===== config.mk =====
export PLATFORM = sky130hd
export DESIGN_NAME = arrow_scheduler
export DESIGN_NICKNAME = d
export VERILOG_FILES = /design/src/rtl/arrow_pkg.sv /design/src/rtl/arrow_scheduler_rr_arbiter4.sv /design/src/rtl/arrow_scheduler.sv
export SDC_FILE = /design/constraint.sdc
export NUM_CORES = 1
export LEC_CHECK = 0
export ABC_AREA = 1
export BUFFER_PORTS_ARGS = -buffer_cell sky130_fd_sc_hd__buf_2
export CORE_ASPECT_RATIO = 2
export CORE_MARGIN = 2
export CORE_UTILIZATION = 29
export CTS_BUF_LIST = sky130_fd_sc_hd__clkbuf_2
export CTS_CLUSTER_DIAMETER = 150
export DETAILED_ROUTE_END_ITERATION = 10
export MAX_ROUTING_LAYER = met4
export PLACE_DENSITY_LB_ADDON = 0.25
export SKIP_CTS_REPAIR_TIMING = 1
export SLEW_MARGIN = 10
export SYNTH_ARGS = -nofsm -noshare
export SYNTH_HDL_FRONTEND = slang
export SYNTH_HIERARCHICAL = 1
export SYNTH_SLANG_ARGS = --single-unit

===== constraint.sdc =====
create_clock -name pclk -period 14.05 [get_ports pclk]
set_clock_uncertainty 0.05 [all_clocks]
set_input_delay 0 -clock pclk [delete_from_list [all_inputs] [get_ports pclk]]
set_output_delay 0 -clock pclk [all_outputs]
set_load 0.02 [all_outputs]

===== src/rtl/arrow_pkg.sv =====
// Shared definitions for the falling-arrow sequencing logic.
//   NUM_LANES    : number of arrow lanes (left, down, up, right)
//   Y_W          : width of a lane's y offset
//   LANE_L/D/U/R : lane index constants
//   lane_state_e : per-lane state (IDLE = no arrow, LIVE = arrow on screen)
//   count4       : population count of a 4-bit lane vector
package arrow_pkg;

    localparam int NUM_LANES = 4;
    localparam int Y_W       = 8;

    localparam logic [1:0] LANE_L = 2'd0;
    localparam logic [1:0] LANE_D = 2'd1;
    localparam logic [1:0] LANE_U = 2'd2;
    localparam logic [1:0] LANE_R = 2'd3;

    typedef enum logic {
        IDLE = 1'b0,
        LIVE = 1'b1
    } lane_state_e;

    function automatic logic [2:0] count4(input logic [3:0] v);
        return {2'b00, v[0]} + {2'b00, v[1]} + {2'b00, v[2]} + {2'b00, v[3]};
    endfunction

endpackage


===== src/rtl/arrow_scheduler_rr_arbiter4.sv =====
// rr_arbiter4: combinational 4-way round-robin arbiter.
// The lane at index ptr has top priority, then ptr+1, ptr+2, ptr+3 (mod 4).
// Ports:
//   req   in  4  request vector
//   ptr   in  2  index of the highest-priority lane
//   grant out 4  one-hot grant (zero when no request)
//   valid out 1  at least one request present
module rr_arbiter4
    import arrow_pkg::*;
(
    input  logic [NUM_LANES-1:0] req,
    input  logic [1:0]           ptr,
    output logic [NUM_LANES-1:0] grant,
    output logic                 valid
);

    logic [1:0] idx;

    // Walk from lowest priority to highest so the last match (closest to
    // ptr) overwrites any earlier one.
    always_comb begin
        grant = '0;
        idx   = '0;
        for (int k = NUM_LANES - 1; k >= 0; k--) begin
            idx = ptr + 2'(k);
            if (req[idx]) begin
                grant      = '0;
                grant[idx] = 1'b1;
            end
        end
    end

    assign valid = |req;

endmodule


===== src/rtl/arrow_scheduler.sv =====
// arrow_scheduler: spawn / advance / retire / hit-judge controller for the
// four falling-arrow lanes of the rhythm-game display.
// Ports:
//   pclk         in   1  pixel clock, only clock
//   rst_n        in   1  synchronous active-low reset
//   frame_tick   in   1  one-cycle pulse per video frame
//   spawn_req    in   4  lane i requests a spawn (sampled on frame_tick only)
//   hit          in   4  one-cycle debounced key press for lane i
//   lane_visible out  4  lane i arrow live
//   lane_y       out 32  lane i y offset at [8i+7:8i]
//   spawn_pulse  out  4  lane i spawned
//   hit_pulse    out  4  lane i press judged a hit
//   miss_pulse   out  4  lane i arrow retired unhit, or press was wrong
//   score        out 16  saturating hit count
module arrow_scheduler
    import arrow_pkg::*;
#(
    parameter int STEP       = 1,
    parameter int Y_MAX      = 199,
    parameter int HIT_LO     = 160,
    parameter int HIT_HI     = 199,
    parameter int MIN_GAP    = 8,
    parameter int MAX_ACTIVE = 3
) (
    input  logic                     pclk,
    input  logic                     rst_n,
    input  logic                     frame_tick,
    input  logic [NUM_LANES-1:0]     spawn_req,
    input  logic [NUM_LANES-1:0]     hit,
    output logic [NUM_LANES-1:0]     lane_visible,
    output logic [NUM_LANES*Y_W-1:0] lane_y,
    output logic [NUM_LANES-1:0]     spawn_pulse,
    output logic [NUM_LANES-1:0]     hit_pulse,
    output logic [NUM_LANES-1:0]     miss_pulse,
    output logic [15:0]              score
);

    // Comparisons are done at Y_W+1 bits so y+STEP cannot wrap.
    localparam logic [Y_W:0] STEP_C   = (Y_W + 1)'(STEP);
    localparam logic [Y_W:0] Y_MAX_C  = (Y_W + 1)'(Y_MAX);
    localparam logic [Y_W:0] HIT_LO_C = (Y_W + 1)'(HIT_LO);
    localparam logic [Y_W:0] HIT_HI_C = (Y_W + 1)'(HIT_HI);

    logic [NUM_LANES-1:0] live;
    logic [NUM_LANES-1:0] hit_ok;
    logic [NUM_LANES-1:0] wrong_press;
    logic [NUM_LANES-1:0] retire;
    logic [NUM_LANES-1:0] spawn_grant;

    logic [NUM_LANES-1:0] arb_grant;
    logic                 arb_valid;
    logic [1:0]           winner;
    logic [2:0]           active_after;
    logic                 spawn_ok;

    logic [7:0]  gap_reg,   gap_next;
    logic [1:0]  ptr_reg,   ptr_next;
    logic [15:0] score_reg, score_next;
    logic [16:0] score_sum;

    logic [NUM_LANES-1:0] spawn_pulse_reg;
    logic [NUM_LANES-1:0] hit_pulse_reg;
    logic [NUM_LANES-1:0] miss_pulse_reg;

    // ------------------------------------------------------------------
    // Per-lane state, judging and motion
    // ------------------------------------------------------------------
    generate
        for (genvar gi = 0; gi < NUM_LANES; gi++) begin : lane_g
            lane_state_e    state_reg, state_next;
            logic [Y_W-1:0] y_reg,     y_next;
            logic [Y_W:0]   y_ext;
            logic [Y_W:0]   y_sum;
            logic           advance;

            assign y_ext    = {1'b0, y_reg};
            assign y_sum    = y_ext + STEP_C;
            assign live[gi] = (state_reg == LIVE);

            // Hits are judged on the pre-tick y, so a hit takes priority
            // over a coincident retire or advance.
            assign hit_ok[gi]      = hit[gi] & live[gi] &
                                     (y_ext >= HIT_LO_C) & (y_ext <= HIT_HI_C);
            assign wrong_press[gi] = hit[gi] & ~hit_ok[gi];
            assign retire[gi]      = frame_tick & live[gi] & ~hit_ok[gi] &
                                     (y_sum > Y_MAX_C);
            assign advance         = frame_tick & live[gi] & ~hit_ok[gi] &
                                     ~retire[gi];

            always_comb begin
                state_next = state_reg;
                y_next     = y_reg;
                if (hit_ok[gi] || retire[gi]) begin
                    state_next = IDLE;
                    y_next     = '0;
                end else if (advance) begin
                    y_next = y_sum[Y_W-1:0];
                end
                // Only pre-tick IDLE lanes can be granted, so this never
                // collides with the clear above.
                if (spawn_grant[gi]) begin
                    state_next = LIVE;
                    y_next     = '0;
                end
            end

            always_ff @(posedge pclk) begin
                if (!rst_n) begin
                    state_reg <= IDLE;
                    y_reg     <= '0;
                end else begin
                    state_reg <= state_next;
                    y_reg     <= y_next;
                end
            end

            assign lane_visible[gi]       = live[gi];
            assign lane_y[gi*Y_W +: Y_W]  = y_reg;
        end
    endgenerate

    // ------------------------------------------------------------------
    // Spawn arbitration
    // ------------------------------------------------------------------
    rr_arbiter4 u_arb (
        .req   (spawn_req & ~live),
        .ptr   (ptr_reg),
        .grant (arb_grant),
        .valid (arb_valid)
    );

    // Retire and hit are disjoint subsets of live, so this cannot underflow.
    assign active_after = count4(live) - count4(retire) - count4(hit_ok);

    assign spawn_ok    = frame_tick && (gap_reg == 8'd0) && arb_valid &&
                         (active_after < 3'(MAX_ACTIVE));
    assign spawn_grant = spawn_ok ? arb_grant : '0;

    always_comb begin
        winner = LANE_L;
        if (arb_grant[LANE_D]) winner = LANE_D;
        if (arb_grant[LANE_U]) winner = LANE_U;
        if (arb_grant[LANE_R]) winner = LANE_R;
    end

    always_comb begin
        ptr_next = ptr_reg;
        gap_next = gap_reg;
        if (spawn_ok) begin
            ptr_next = winner + 2'd1;
        end
        if (frame_tick) begin
            if (spawn_ok) begin
                gap_next = 8'(MIN_GAP);
            end else if (gap_reg != 8'd0) begin
                gap_next = gap_reg - 8'd1;
            end
        end
    end

    // ------------------------------------------------------------------
    // Score (saturating)
    // ------------------------------------------------------------------
    assign score_sum  = {1'b0, score_reg} + {14'd0, count4(hit_ok)};
    assign score_next = score_sum[16] ? 16'hFFFF : score_sum[15:0];

    always_ff @(posedge pclk) begin
        if (!rst_n) begin
            gap_reg         <= '0;
            ptr_reg         <= '0;
            score_reg       <= '0;
            spawn_pulse_reg <= '0;
            hit_pulse_reg   <= '0;
            miss_pulse_reg  <= '0;
        end else begin
            gap_reg         <= gap_next;
            ptr_reg         <= ptr_next;
            score_reg       <= score_next;
            spawn_pulse_reg <= spawn_grant;
            hit_pulse_reg   <= hit_ok;
            miss_pulse_reg  <= retire | wrong_press;
        end
    end

    assign spawn_pulse = spawn_pulse_reg;
    assign hit_pulse   = hit_pulse_reg;
    assign miss_pulse  = miss_pulse_reg;
    assign score       = score_reg;

endmodule


==> results of run 1 <==
## worst register-to-register path, delay by kind of cell, from the launching register on
family	cells	cell delay, ns
adder cells (fa/ha/maj)	7	2.77
buffers and inverters	3	0.26
XOR/XNOR	1	0.22
flip-flops	1	0.52
AND/OR/NAND/NOR	7	1.07
AO/OA/AOI/OAI	2	0.26
## logic make-up (layout without fill, tap and decap cells)
kind of cell             count (synthesis)  in the layout  synth area share
adder cells (fa/ha/maj)                 36             36           0.09434
flip-flops                              74             74            0.2779
buffers and inverters                  134            222           0.09927
AND/OR/NAND/NOR                        409            409            0.4091
other                                    0              1                 0
XOR/XNOR                                17             17           0.02793
AO/OA/AOI/OAI                           77             77           0.09153
## through the flow
stage | setup WS [ns] | std cells | area (µm²)
4_1_cts | 8.804 | 1043 | 6070
3_5_place_dp | 8.880 | 1027 | 5908
5_1_grt | 8.464 | 1052 | 6152
2_1_floorplan | 9.217 | 747 | 5331
6_report | 8.860 | 1052 | 6152
3_3_place_gp | 8.926 | 1027 | 5908
## area by class of cell
class | instances | area [µm²] | area share
Timing Repair Buffer | 82 | 450.4 | 0.07322
Antenna cell | 1 | 2.502 | 0.0004068
Inverter | 124 | 465.4 | 0.07566
Multi-Input combinational cell | 539 | 3321 | 0.5398
Clock inverter | 7 | 116.4 | 0.01891
Tap cell | 216 | 270.3 | 0.04393
Sequential cell | 74 | 1481 | 0.2408
Clock buffer | 9 | 45.04 | 0.007322
## cell usage after synthesis, types with 5 or more instances
cell | instances | area share
nor3_1 | 6 | 0.0056
a21oi_1 | 31 | 0.029
nand2_1 | 178 | 0.13
fa_1 | 7 | 0.026
buf_4 | 5 | 0.0070
ha_1 | 29 | 0.068
nand3_4 | 9 | 0.030
nand3_2 | 9 | 0.017
nand3_1 | 52 | 0.049
inv_1 | 110 | 0.077
nand2_4 | 13 | 0.027
nor2_2 | 14 | 0.016
a21oi_2 | 22 | 0.036
nor2_1 | 51 | 0.036
o21ai_1 | 5 | 0.0047
dfxtp_1 | 74 | 0.28
nand4_1 | 39 | 0.046
nand2_2 | 17 | 0.020
o21ai_0 | 12 | 0.011
xor2_1 | 14 | 0.023
inv_2 | 10 | 0.0070
## metal layers
layer / GRT usage / up-vias / wire (µm)
met5: - / - / 0
met4: 0.07154 / 0 / 470
met3: 0.02280 / 28 / 434
met2: 0.3058 / 82 / 8195
met1: 0.1491 / 2314 / 5377
li1: - / 2575 / -
## report_power, final
group	switching [mW]	total (mW)	internal [mW]
logic	0.257	0.394	0.136
registers	0.0270	0.258	0.231
clock network	0.0878	0.165	0.0768
total	0.372	0.816	0.444
## worst max path at each step
stage                          to  depth (start not counted)           startpoint
2_1_floorplan  lane_g[0].y_reg[0]                         21   lane_g[3].y_reg[5]
3_3_place_gp   lane_g[3].y_reg[2]                         20  lane_g[0].state_reg
3_5_place_dp   lane_g[0].y_reg[1]                         20  lane_g[0].state_reg
4_1_cts        lane_g[0].y_reg[1]                         20  lane_g[0].state_reg
5_1_grt        lane_g[1].y_reg[7]                         21  lane_g[0].state_reg
6_report       lane_g[0].y_reg[1]                         20  lane_g[0].state_reg
==> impl.org, run 1 <==
** Placed design
- During placement, the flow inserted port buffers numbering 74.
- Placed wire-length estimate :: 11,500 µm
- At the end of routability-driven placement, the weighted congestion stood at 0.8841.

** Global routing
- Via count of the first global-routing pass :: 4,970
- Global-route congestion overflow total :: 0
- Across every metal layer, demand over resource in global routing totals 0.1580.
- First-pass GRT wire length :: 23,870 µm
- Initial antenna violation count :: 1
- Maximum number of pins on one net before global-route repair :: 22

** CTS
- Clock Tree Buf Depth :: 2
- TritonCTS clock tree :: built
- The tree is rooted in a clkbuf_2.
- CTS saw 74 sinks.
- The H-tree was split into 3 levels.
- At the later pin of the worst-skew pair, clock insertion delay measures 0.60 ns.
- CTS clock-pin slew for the worst setup and hold paths :: 0.23 ns
- Cts bufs inserted :: 9

** Synthesis
- Number of enable flip-flop cells after synthesis :: 0
- Of the synthesized area, sequential elements account for 0.2779.
- Synthesized netlist net count :: 794
- Share of flip-flops with an asynchronous set or reset :: 0
- For this run, the number of Yosys warnings is 6.
- Post-Synthesis Cells :: 747
- Cell area after technology mapping :: 0.005331 mm²
- Synth Area per Inst :: 7.137 µm²
- Number of library cell types mapped by synthesis :: 39
- Flip-flop cell with the highest count after synthesis :: dfxtp_1
- FF+latch count, synth :: 74

** Timing
- The worst pin sits at a relative slew slack of 0.4053.
- Derived from the worst setup path, the maximum achievable clock frequency is 192.7 MHz.
- Final period demand of the worst path :: 5.190 ns
- Endpoints failing hold :: 0
- Max Transition Viols Final :: 0
- RSZ-0062 raised after global routing :: no
- On the final layout, the worst hold slack is 0.1491 ns.
- Measured slew at the worst slew-check pin :: 0.8910 ns
- Of the available clock period, the critical path in the final layout requires 0.3694.
- Setup violations remaining at the end of the flow were counted as 0.
- Summed over all failing endpoints, the final setup total negative slack is 0 ns.

** Routing
- DR pass1 iterations :: 4
- After detailed routing, the number of remaining DRC violations is 0.
- After detailed routing, the average wire length per cell comes to 13.76 µm.
- 1st-iter DRT viols :: 117
- Final wirelength :: 14,480 µm
- Using the TritonRoute via totals, the vias-per-cell ratio works out to 4.752.
- The count of nets left with antenna violations once routing finished came out at 0.
- Count of vias placed by the detailed router :: 4,999

** Finish
- Leading cell type in the layout, fill and taps excluded :: nand2_1
- The register with the most flip-flops in the layout has 32 of them.
- The net count of the finished layout is 877.
- In the layout the commonest cells are 178 x nand2_1, 110 x inv_1, 74 x dfxtp_1, 74 x buf_2, 52 x nand3_1.
- Utilization after layout :: 0.3393
- Compared with the post-synthesis result, the final layout area differs by 15.40%.
- In the final layout, the share of cells above drive strength 1 is 0.2347.
- Filler Cells Inserted :: 2,020

** Worst hold path
- Hold path cells :: 4
- Hold Path Sink :: miss_pulse[1]
- In this run the worst hold path is classified as in -> reg.
- The worst hold path begins at hit[1].

** Pwr
- Static leakage :: 2.945 nW
- Summing internal, switching and leakage power gives 0.8163 mW.
- Dividing total power by cell area gives a power density of 132.7 mW/mm².
- VDD sags by at most 55.93 µV.

** Worst setup path
- The number of cells on the worst reg-to-reg path is 20.
- Nature of the critical path startpoint :: register
- R2R Path Start :: lane_g[0].state_reg
- Together, buffers and inverters on the worst path number 3.
- Required time of the critical path :: 14.54 ns
- Among the stages of the critical path, the cell type that occurs most often is fa_1.
- Of all nets on the critical path, the largest fanout is 8.
- Top cell family by delay on the critical path :: adder cells
- In this design, the stage delay of the slowest critical-path cell is 0.53 ns.
- On the critical path, the stage with the largest delay is an instance of fa_1.
- Cells traversed along the worst timing path :: nand3_1, a21oi_1, nand2_1, inv_1, fa_1, ha_1, fa_1, inv_1, fa_1, fa_1, ha_1, inv_1, fa_1, xnor2_1, nand3_1, nand3_4, nor2_1, nor2_1, nand2_4, a21oi_2
- Kind of critical path :: reg -> reg
- The worst register-to-register path has a setup slack of 8.86 ns.
- Type of destination of the critical path :: register
- Endpoint of the worst-slack reg-to-reg timing path :: lane_g[0].y_reg[1]
- For the worst setup path, the data arrival time is 5.68 ns.

** Die
- Die Y-Extent :: 195.8 µm
- Area of the die :: 0.01955 mm²
- Measured along the x axis, the die boundary spans 99.88 µm.
- I/O pin count :: 75
- The floorplan has 70 rows.
- Std-Cell Core Area :: 0.01813 mm²
- The initial utilization of the core area, before any placement, comes to 0.2941.

** Flow run
- Max-cap violations in this run came to 0.

** Outcome
- The run finished with clean final reports.
No activity file was read; power rests on OpenSTA's default activity.
==> inputs of run 2 (changes only) <==
Clock period 14.05 ns to 5 ns, I/O delays scaled along.
==> impl.org, run 2 (synthesis results as in run 1) <==
** Pwr
- The worst-case IR drop observed on VDD is 101.9 µV.
- Final Total Pwr :: 2.177 mW
- Power spread over the standard cell area amounts to 341.2 mW/mm².
- The analysis attributes to cell leakage a power of 3.081 nW.

** Timing
- Setup repair after global routing left no endpoint under its margin.
- Endpoints failing hold :: 0
- Setup violations remaining at the end of the flow were counted as 0.
- Worst hold-check slack :: 0.3002 ns
- Peak clock frequency supported by timing :: 212.1 MHz
- Setup slack closes at 0.2858 ns.
- The total count of max-transition violations in the final report came to 0.
- Of the available clock period, the critical path in the final layout requires 0.9428.
- Slew Limit Headroom :: 0.4278
- Final-layout setup total negative slack :: 0 ns
- Final period demand of the worst path :: 4.714 ns
- At the pin with the least slew margin, the transition time is 0.8574 ns.

** Placed design
- Dpl cell area :: 0.006141 mm²
- Port Buffers :: 74
- The wire-length estimate of the detail-placed layout is 11,780 µm.
- Pre-CTS worst setup slack :: 0.1012 ns
- The congestion estimate from routability-driven global placement came to 0.8900.

** Finish
- Summing all non-filler instances in the final layout gives an area of 0.006381 mm².
- Area added between synthesis and finish :: 19.69%
- The library cell used most frequently in the layout, excluding fill and tap cells, is nand2_1.
- Of the cells placed in the final design, the portion with a size suffix greater than 1 is 0.2814.
- In the layout the commonest cells are 177 x nand2_1, 109 x inv_1, 74 x buf_2, 67 x dfxtp_1, 52 x nand3_1.
- Filler Cells Inserted :: 2,018
- Number of nets in the finished design :: 910
- Number of flip-flops under the largest register name :: 32

** Routing
- In this run the top signal layer used is met4.
- After detailed routing, the wire length on met1 is 5445 µm.
- Wires add up to 14,680 µm.
- The first detailed-routing pass ran for 6 iterations.
- 1st-iter DRT viols :: 97
- Vias per Instance :: 4.671
- DRC violations left :: 0
- Detail Route met3 WL :: 455 µm
- The count of nets left with antenna violations once routing finished came out at 0.
- For this block, the via count after detailed routing is 5,063.
- Total length of routed met2 wires :: 8334 µm
- Average wire length per cell after detail routing :: 13.54 µm

** Die
- The die is 99.88 µm wide.
- The die covers 0.01955 mm².
- Initial Utilization :: 0.2941
- The region available for standard cell placement spans 0.01813 mm².
- Die Y-Extent :: 195.8 µm
- Placement Rows :: 70
- Pin placement for this block handled 75 I/O pins.

** Global routing
- The number of antenna violations at the first check in global routing was 1.
- Across every metal layer, demand over resource in global routing totals 0.1622.
- The first global-routing pass estimated 24,540 µm of wire.
- After global routing the overflow that remains totals 0.
- Maximum number of pins on one net before global-route repair :: 22
- Via count of the first global-routing pass :: 5,075

** Worst setup path
- Biggest fanout along the worst timing path :: 8
- Nature of the critical path startpoint :: register
- Type of destination of the critical path :: register
- The critical path is of the reg -> reg type.
- Data arrival time of the worst path :: 5.15 ns
- At the worst endpoint, the required time is 5.43 ns.

** CTS
- Cts bufs inserted :: 9
- After clock tree synthesis, the clock-pin slew on the worst setup and hold paths is 0.22 ns.
- TritonCTS built the clock tree.
- Cell chosen for the clock root :: clkbuf_2
- The later pin in the worst-skew pair is clocked with a latency of 0.57 ns.
- Clock Tree Buf Depth :: 2
- Number of sinks handled by clock tree synthesis :: 74
- H-tree level count :: 3

** Worst hold path
- The tightest min-delay check is of the in -> reg type.

** Outcome
- The flow ran to the end, and the final reports show no timing, DRC or antenna violations.

** Flow run
- Number of max-cap violations :: 0
[run 2: critical path, stage by stage (launching register included)]
cell	delay, ns
dfxtp_1	0.37
inv_1	0.07
nand3_1	0.08
nand2_1	0.06
nand2_2	0.11
inv_4	0.06
fa_1	0.55
ha_4	0.21
fa_1	0.47
inv_1	0.05
fa_1	0.45
fa_1	0.52
ha_1	0.14
inv_1	0.05
fa_2	0.52
o211ai_1	0.12
nor2_4	0.14
nand3_4	0.14
nand2_4	0.14
nand2_1	0.10
nor2_1	0.10
nand2_1	0.05
nand2_1	0.06
nor2_1	0.03
[run 2: worst paths after layout]
path / slack (ns) / endpoint / cells past startpoint / startpoint
max: 0.29 / gap_reg[6] / 23 / lane_g[1].y_reg[3]
min: 0.30 / gap_reg[1] / 5 / frame_tick
max reg2reg: 0.29 / gap_reg[6] / 23 / lane_g[1].y_reg[3]
min reg2reg: 0.43 / gap_reg[0] / 2 / gap_reg[0]
[run 2: per-layer routing]
| layer | up-vias | GRT usage |
|---|---|---|
| met4 | 0 | 0.06646 |
| li1 | 2637 | - |
| met5 | - | - |
| met1 | 2317 | 0.1598 |
| met3 | 27 | 0.02957 |
| met2 | 82 | 0.3053 |
[run 2: area by class of cell]
class | instances | area, µm² | area share
Tap cell | 216 | 270.3 | 0.04235
Sequential cell | 74 | 1493 | 0.2339
Clock buffer | 9 | 45.04 | 0.007059
Multi-Input combinational cell | 539 | 3362 | 0.5269
Antenna cell | 1 | 2.502 | 0.0003922
Inverter | 124 | 470.5 | 0.07373
Timing Repair Buffer | 115 | 703.2 | 0.1102
Clock inverter | 6 | 35.03 | 0.005490
[run 2: through the flow]
stage	util	instances
floorplan	-	747
global placement	0.3387	1058
detailed placement	0.3387	1058
CTS	0.3431	1073
global route	0.3520	1084
finish	0.3520	1084
[run 2: power by group]
part	internal (mW)	switching [mW]	total (mW)	leakage [nW]
clock network	0.0591	0.225	0.284	0.0550
logic	0.426	0.760	1.19	2.42
registers	0.649	0.0585	0.708	0.603
total	1.13	1.04	2.18	3.08
==> inputs of run 3 (changes only) <==
Settings changed: CORE_UTILIZATION 29 to 50.
==> impl.org, run 3 (synthesis results as in run 1) <==
** Placed design
- Summed over all nets, the half-perimeter wirelength after detailed placement is 10,440 µm.
- Port Buffers :: 74
- The congestion estimate from routability-driven global placement came to 0.9065.

** Finish
- In the final layout, the share of cells above drive strength 1 is 0.2894.
- Compared with the post-synthesis result, the final layout area differs by 18.19%.
- Leaving out fill and tap cells, the most frequent cell in the layout is nand2_1.
- Utilization after layout :: 0.6014
- Number of flip-flops under the largest register name :: 32
- In the final design database the tool counted 899 nets.
- Most frequent cells in the layout :: 175 x nand2_1, 107 x inv_1, 74 x buf_2, 62 x dfxtp_1, 51 x nand3_1

** Routing
- After detailed routing, the number of vias per cell comes to 5.266.
- Dividing the detail-routed wire length by the instance count gives 13.58 µm.
- 1st-iter DRT viols :: 192
- The routed design has 13,510 µm of wire.
- DRC violations left :: 0
- The routed layout has 5,240 vias.
- Once detail routing completed, the nets flagged for antenna violations numbered 0.
- The first detailed-routing pass ran for 7 iterations.

** Worst setup path
- The worst setup path is launched from a register.
- Kind of critical path :: reg -> reg
- In this run the worst path has a maximum fanout of 8.
- In this design, the critical path's most frequently occurring cell is fa_1.
- Data on the critical path is required at its endpoint by 5.41 ns.
- The largest individual stage delay along the critical path comes from the cell fa_2.
- Data arrival time of the worst path :: 5.22 ns
- Worst path max stage delay :: 0.53 ns
- Walking the worst path, the cells encountered are o31ai_2, nand2_1, inv_2, fa_1, ha_4, fa_1, inv_1, fa_1, fa_1, ha_2, inv_2, fa_2, o211ai_1, nor2_4, nand3_4, nand2_4, buf_4, and3_1, nor3_2.
- Critical path buffer and inverter count :: 4
- Top cell family by delay on the critical path :: adder cells
- Type of destination of the critical path :: register

** CTS
- TritonCTS clock tree :: built
- After clock tree synthesis, the clock-pin slew on the worst setup and hold paths is 0.19 ns.
- Clock Tree Buf Depth :: 2
- In this run the number of H-tree levels came out at 3.
- CTS saw 74 sinks.
- The root buffer cell chosen for the clock tree is clkbuf_2.
- Clock latency on the worst-skew pair, taken at its later pin, is 0.55 ns.
- Cts bufs inserted :: 9

** Timing
- Derived from the worst setup path, the maximum achievable clock frequency is 207.5 MHz.
- Measured slew at the worst slew-check pin :: 0.7053 ns
- Final critical-path share of the clock period :: 0.9639
- Setup total negative slack on the finished layout was measured at 0 ns.
- Worst hold-check slack :: 0.2640 ns
- Final period demand of the worst path :: 4.820 ns
- Headroom to the max-slew limit came out at 0.5293.
- Setup violations remaining at the end of the flow were counted as 0.
- Max Transition Viols Final :: 0
- The hold violation total from the final report was 0.

** Die
- The die covers 0.01155 mm².
- Placement Rows :: 53
- The total area inside the core boundary comes to 0.01048 mm².
- DIE WIDTH :: 77.02 µm
- The die is 150.0 µm tall.
- I/O pin count :: 75
- For this configuration, the core starts out at a cell density of 0.5088.

** Global routing
- Global routing finished with a remaining overflow of 0.
- First-pass GRT wire length :: 22,160 µm
- Gr usage total :: 0.2421
- Entering global routing, the biggest net connects 22 pins.
- Via count of the first global-routing pass :: 5,062
- The number of antenna violations at the first check in global routing came to 1.

** Flow run
- The tool flagged a number of max-cap violations equal to 0.

** Pwr
- Clock group share of total power :: 0.179
- Of the total power, the share spent switching nets is 0.4503.
- For this design the total switching power over the nets is 1.079 mW.
- Proportion of power drawn by flip-flops and latches :: 0.297
- Of the total power, combinational logic draws 0.524.
- Internal power of the cells :: 1.317 mW
- The worst-case IR drop observed on VDD is 232.8 µV.
- In this run the power density over the cells is 380.1 mW/mm².
- Static leakage :: 3.060 nW

** Outcome
- The flow ran to the end, and the final reports show no timing, DRC or antenna violations.

** Worst hold path
- The worst hold path belongs to the class in -> reg.
==> run 3: changes by cell type in the layout (fill, tap and decap cells not counted), moves of 3 or more <==
cell	change
buf_4	-9
bufinv_16	+3
dfxtp_1	-5
dfxtp_2	+4
inv_2	+3
==> run 3: stage by stage <==
| step | setup slack (ns) | instances | cell area [µm²] | power [mW] |
|---|---|---|---|---|
| 2_1_floorplan | 0.1668 | 747 | 5331 | 1.606 |
| 3_3_place_gp | 0.09552 | 965 | 5937 | 1.814 |
| 3_5_place_dp | -0.03412 | 965 | 5937 | 1.867 |
| 4_1_cts | -0.09263 | 981 | 6090 | 2.299 |
| 5_1_grt | -0.006221 | 995 | 6301 | 2.573 |
| 6_report | 0.1804 | 995 | 6301 | 2.395 |
==> run 3: power groups by stage <==
stage / clock network (mW) / registers [mW] / logic, mW
after global placement: 0 / 0.721 / 1.09
after detailed placement: 0 / 0.724 / 1.14
final: 0.428 / 0.712 / 1.26
after CTS: 0.441 / 0.711 / 1.15
after global routing: 0.462 / 0.721 / 1.39
after floorplan: 0 / 0.735 / 0.871
==> run 3: area by class of cell <==
class,count,area (µm²)
Antenna cell,1,2.502
Clock buffer,9,45.04
Clock inverter,7,107.6
Fill cell,1060,4177
Inverter,124,467.9
Multi-Input combinational cell,539,3390
Sequential cell,74,1501
Tap cell,137,171.4
Timing Repair Buffer,104,615.6
==> run 3: tightest hold or removal path, stage by stage <==
cell           delay (ns)
dlygate4sd3_1        0.54
buf_2                0.13
nand2_1              0.06
a21oi_1              0.07
==> run 3: metal layers <==
| metal | up-vias | track usage | routed length [µm] |
|---|---|---|---|
| met5 | - | - | 0 |
| met4 | 0 | 0.1134 | 472 |
| met3 | 33 | 0.04282 | 493 |
| met2 | 133 | 0.4605 | 7567 |
| met1 | 2473 | 0.2332 | 4980 |
| li1 | 2601 | - | - |
==> run 3: worst paths after layout <==
path / start / endpoint / slack [ns] / cells after the start
min reg2reg: gap_reg[0] / gap_reg[0] / 0.43 / 2
min: hit[1] / miss_pulse[1] / 0.26 / 4
max: lane_g[0].y_reg[3] / gap_reg[2] / 0.18 / 19
max reg2reg: lane_g[0].y_reg[3] / gap_reg[2] / 0.18 / 19
